<file path="src/rtl/sdrc_wb_arbiter.sv">
// Round-robin Wishbone arbiter in front of the sdrc_top slave port.
// Grants are locked for a master's whole cycle; a watchdog aborts stalled strobes.
module sdrc_wb_arbiter #(
   parameter int NUM_M   = 4,
   parameter int AW      = 26,
   parameter int DW      = 8,
   parameter int TIMEOUT = 255
) (
   input  logic                    wb_clk_i,
   input  logic                    wb_rst_i,
   input  logic                    sdr_init_done,
   input  logic [NUM_M-1:0]        m_cyc_i,
   input  logic [NUM_M-1:0]        m_stb_i,
   input  logic [NUM_M-1:0]        m_we_i,
   input  logic [NUM_M*AW-1:0]     m_addr_i,
   input  logic [NUM_M*DW-1:0]     m_dat_i,
   input  logic [NUM_M*DW/8-1:0]   m_sel_i,
   input  logic [NUM_M*3-1:0]      m_cti_i,
   output logic [DW-1:0]           m_dat_o,
   output logic [NUM_M-1:0]        m_ack_o,
   output logic [NUM_M-1:0]        m_err_o,
   output logic [NUM_M-1:0]        grant_o,
   output logic                    s_cyc_o,
   output logic                    s_stb_o,
   output logic                    s_we_o,
   output logic [AW-1:0]           s_addr_o,
   output logic [DW-1:0]           s_dat_o,
   output logic [DW/8-1:0]         s_sel_o,
   output logic [2:0]              s_cti_o,
   input  logic                    s_ack_i,
   input  logic [DW-1:0]           s_dat_i
);

   localparam int            IW       = (NUM_M > 1) ? $clog2(NUM_M) : 1;
   localparam int            SW       = DW / 8;
   localparam logic [7:0]    WD_LIMIT = 8'(TIMEOUT);
   localparam bit            WD_EN    = (TIMEOUT != 0);
   localparam logic [IW-1:0] LAST_RST = IW'(NUM_M - 1);

   typedef enum logic [1:0] {IDLE, BUSY, ABORT, WAIT_REL} state_t;

   state_t           state, state_n;
   logic [IW-1:0]    own, own_n;
   logic [IW-1:0]    last, last_n;
   logic [NUM_M-1:0] grant_n;
   logic [7:0]       wd_cnt, wd_cnt_n;
   logic [IW-1:0]    winner;
   logic             winner_vld;
   int               cand;

   // Round-robin search upward from last+1; the first hit wins.
   always_comb begin
      // NOTE: every always_comb output gets a default first, so no path can infer a latch.
      winner     = '0;
      winner_vld = 1'b0;
      cand       = 0;
      for (int i = 1; i <= NUM_M; i++) begin
         cand = int'(last) + i;
         if (cand >= NUM_M) cand = cand - NUM_M;
         if (!winner_vld && m_cyc_i[IW'(cand)]) begin
            winner     = IW'(cand);
            winner_vld = 1'b1;
         end
      end
   end

   // Slave-side mux and master-side response routing.
   always_comb begin
      s_cyc_o  = 1'b0;
      s_stb_o  = 1'b0;
      s_we_o   = 1'b0;
      s_addr_o = '0;
      s_dat_o  = '0;
      s_sel_o  = '0;
      s_cti_o  = '0;
      m_ack_o  = '0;
      m_err_o  = '0;
      case (state)
         BUSY: begin
            s_cyc_o      = m_cyc_i[own];
            s_stb_o      = m_stb_i[own];
            s_we_o       = m_we_i[own];
            s_addr_o     = m_addr_i[int'(own)*AW +: AW];
            s_dat_o      = m_dat_i[int'(own)*DW +: DW];
            s_sel_o      = m_sel_i[int'(own)*SW +: SW];
            s_cti_o      = m_cti_i[int'(own)*3 +: 3];
            m_ack_o[own] = s_ack_i;
         end
         ABORT:   m_err_o[own] = 1'b1;
         default: ;
      endcase
   end

   assign m_dat_o = s_dat_i;

   always_comb begin
      state_n  = state;
      own_n    = own;
      last_n   = last;
      grant_n  = grant_o;
      wd_cnt_n = wd_cnt;
      case (state)
         IDLE: begin
            wd_cnt_n = '0;
            if (sdr_init_done && winner_vld) begin
               state_n         = BUSY;
               own_n           = winner;
               last_n          = winner;
               grant_n         = '0;
               grant_n[winner] = 1'b1;
            end
         end
         BUSY: begin
            // A released cycle takes precedence over a watchdog hit on the same edge.
            if (!m_cyc_i[own]) begin
               state_n  = IDLE;
               grant_n  = '0;
               wd_cnt_n = '0;
            end else if (WD_EN && (wd_cnt == WD_LIMIT)) begin
               state_n  = ABORT;
               wd_cnt_n = '0;
            end else if (s_stb_o && !s_ack_i) begin
               if (wd_cnt != 8'hFF) wd_cnt_n = wd_cnt + 8'd1;
            end else begin
               wd_cnt_n = '0;
            end
         end
         ABORT: begin
            if (!m_cyc_i[own]) begin
               state_n = IDLE;
               grant_n = '0;
            end else begin
               state_n = WAIT_REL;
            end
         end
         WAIT_REL: begin
            if (!m_cyc_i[own]) begin
               state_n = IDLE;
               grant_n = '0;
            end
         end
         default: begin
            state_n = IDLE;
            grant_n = '0;
         end
      endcase
   end

   always_ff @(posedge wb_clk_i) begin
      // NOTE: state registers use non-blocking assignments so every flop samples pre-edge values.
      if (wb_rst_i) begin
         state   <= IDLE;
         own     <= '0;
         last    <= LAST_RST;
         grant_o <= '0;
         wd_cnt  <= '0;
      end else begin
         state   <= state_n;
         own     <= own_n;
         last    <= last_n;
         grant_o <= grant_n;
         wd_cnt  <= wd_cnt_n;
      end
   end

endmodule

</file>
<file path="config.mk">
export PLATFORM = sky130hd
export DESIGN_NAME = sdrc_wb_arbiter
export DESIGN_NICKNAME = d
export VERILOG_FILES = /design/src/rtl/sdrc_wb_arbiter.sv
export SDC_FILE = /design/constraint.sdc
export NUM_CORES = 1
export LEC_CHECK = 0
export ABC_AREA = 1
export BUFFER_PORTS_ARGS = -buffer_cell sky130_fd_sc_hd__buf_2
export CORE_AREA = 2 2 92 94
export CTS_CLUSTER_SIZE = 12
export DETAILED_ROUTE_END_ITERATION = 7
export DIE_AREA = 0 0 94 96
export PLACE_DENSITY = 0.75
export SYNTH_ARGS = -nofsm -noshare
export SYNTH_HDL_FRONTEND = slang
export SYNTH_SLANG_ARGS = --single-unit
</file>
<file path="constraint.sdc">
create_clock -name wb_clk_i -period 2.05 [get_ports wb_clk_i]
set_input_delay 0.3075 -clock wb_clk_i [delete_from_list [all_inputs] [get_ports wb_clk_i]]
set_output_delay 0.3075 -clock wb_clk_i [all_outputs]
set_load 0.005 [all_outputs]
</file>
==> impl_results.md <==
- Critical path endpoint category: output port
- Synthesized area: 2150 um2
- Count of different cell masters after synthesis: 31
- Initial antenna violation count: 0
- FF-to-FF path depth: 11
- WHS Path Cells: 2
- Reg clk slew, reported paths: 0.07 ns
- P per Cell Area: 783 nW/um2
- Dpl cells: 645
- Post-synth EDFFs: 0
- RSZ-0062 raised after global routing: no
- Setup ws final: 0.0865 ns
- Crit-path max cell delay: 0.41 ns
- Arr. time, crit path: 1.66 ns
- Fin Hold WS: 0.358 ns
- Port Buffer Count: 220
- LEAKAGE: 0.00173 uW
- Main area contributors after synthesis: a22oi_1, dfxtp_1, a21oi_1
- Fin. Hold Viols: 0
- Worst Path Buf+Inv: 3
- Cell Rows: 33
- Sequential share of the synthesized area: 0.167
- Finished Layout Cells: 649
- Crit-path cells: nand2_1 > inv_2 > buf_6 > a22oi_1 > a21oi_2 > buf_2
- VDD IR max: 0.330 mV
- Slew margin rel.: 0.774
- Number of max-cap violations: 0
- Total grt overflow: 0
- Synth-to-layout area growth: 60.1%
- Largest delay contributor family on the critical path: buffers and inverters
- Antenna Nets Post-Route: 0
- Top-level I/O count: 237
- Share of layout cells above drive strength 1: 0.500
- Cells after synthesis: 339
- Clock root buffer: clkbuf_8
- Share of the synthesized area in the top cell type: 0.279
- Largest net degree at the start of global routing: 22
- Die H: 96 um
- H-Tree Depth: 1
- Avg Inst Size Synth: 6.35 um2
- Top-count cell post-synth: a22oi_1
- Vias: 3385
- Initial Util: 0.267
- Core footprint: 8050 um2
- Max-slew violations: 0
- First-pass GRT wire length: 13800 um
- Gr usage total: 0.196
- Worst-Margin Slew: 0.336 ns
- DRT iter0 DRCs: 207
- Post-synth top cells: a22oi_1, a21oi_1, nand2_1
- CP Depth: 6
- Die width: 94 um
- Placer Congestion: 0.868
- DRC viols: 0
- CP max-delay cell: dfxtp_2
- CTS tree: built
- Syn_nets: 516
- Status: complete, no violations
- Critical Path RT: 1.74 ns
- Die area: 9020 um2
- Final #Nets: 722
- Drt total wl: 10300 um
- Clk_skew: 0.00545 ns
- Biggest area consumer among synthesized cells: a22oi_1
- Dpl hpwl: 8690 um
- Number of synthesized register bits: 18
- Final setup TNS: 0 ns
- Via density: 5.22
- Synthesis Warnings: 0
- CTS Hold Bufs: 0
- Setup WS pre-CTS: 0.139 ns
- Drt wl/cell: 15.9 um
- F_max: 509 MHz
- Num CTS Buffers: 3
- Async set-reset flop share out of synthesis: 0
- Ys flop type: dfxtp_1
- Fill cells: 853
- Clk Latency, worst-skew pair: 0.26 ns
- Longest Clk Path Bufs: 2
- Minimum clock period after layout: 1.96 ns
- Vias in the first global route: 2851
- Worst-path maximum fanout: 19
- Hold WC Path Type: in2reg
- Total inserted antenna cells: 0
- Kind of critical path: reg2out
- Final-report setup violation count: 0
- First drt pass iteration count: 4
- Fin crit share: 0.958
- Startpoint types: flop
- CTS sink cnt: 18
## through the flow
| stage | utilization | area [um2] | total power [uW] |
|---|---|---|---|
| after global placement | 0.416 | 3350 | 2320 |
| after CTS | 0.425 | 3420 | 2680 |
| after detailed placement | 0.416 | 3350 | 2360 |
| after global routing | 0.428 | 3450 | 2930 |
| final | 0.428 | 3450 | 2700 |
| after floorplan | - | 2150 | 1680 |
## cell families (layout without fill, tap and decap cells)
logic type / Yosys count / in the layout / synth area share
xor+xnor: 1 / 1 / 0.00407
buf+inv: 58 / 263 / 0.123
simple gates: 111 / 111 / 0.247
flops: 18 / 18 / 0.167
compound gates: 150 / 150 / 0.453
fa+ha+maj: 1 / 1 / 0.00581
## cell type report
cell class / count / area [um2] / area share
inverter: 26 / 97.6 / 0.0283
multi-input combinational: 263 / 1570 / 0.455
clock buffer: 4 / 55.1 / 0.0160
tap: 105 / 131 / 0.0381
sequential: 18 / 363 / 0.105
timing repair buffer: 233 / 1230 / 0.357
## layer usage
layer / GRT usage / up-vias / share of wire
met1: 0.257 / 1571 / 0.42
met2: 0.318 / 160 / 0.46
met3: 0.0658 / 18 / 0.11
li1: - / 1636 / -
met4: 0.0314 / 0 / 0.012
met5: 0 / - / 0
## timing repair
action | CTS | global route
endpoints found under the hold margin | 0 | 0
gates resized for setup | 4 | 7
cloned | 0 | 0
buffers inserted | 0 | 0
pin swaps | 0 | 1
setup endpoints to repair | 10 | 24
## path summary, 6_finish.rpt
kind | slack [ns] | startpoint | to
worst max-delay path | 0.09 | own[0]$_SDFFE_PP0P_ | s_cti_o[2]
worst min-delay path | 0.36 | wb_rst_i | wd_cnt[7]$_SDFFE_PP0P_
worst max register to register | 0.19 | last[0]$_SDFFE_PP1P_ | last[1]$_SDFFE_PP1P_
worst min register to register | 0.49 | grant_o[0]$_SDFFE_PP0P_ | grant_o[0]$_SDFFE_PP0P_
## sequential cells by signal, indices dropped and copies added, names as in the netlist
name / flops
wd_cnt: 8
state: 2
own: 2
last: 2
grant_o: 4
## power breakdown
part	internal, uW	switching (uW)
logic	788	1150
clock network	171	126
registers	402	59.3
## layout by cell type, fill, tap and decap left out, drive strengths merged
master  synthesis  layout
a22oi          80      80
o21ai           7       7
xor2            1       1
o22ai           1       1
dfxtp          18      18
clkinv          1       1
o21a            1       1
nor2           25      25
a21oi          57      57
clkbuf         20       4
a31oi           1       1
o211ai          3       3
ha              1       1
nand2          60      60
inv            25      25
buf            12     233
nand3          18      18
and2            1       1
nor3            2       2
or2             1       1
nand4           4       4
(Power assumes the default switching activity.)
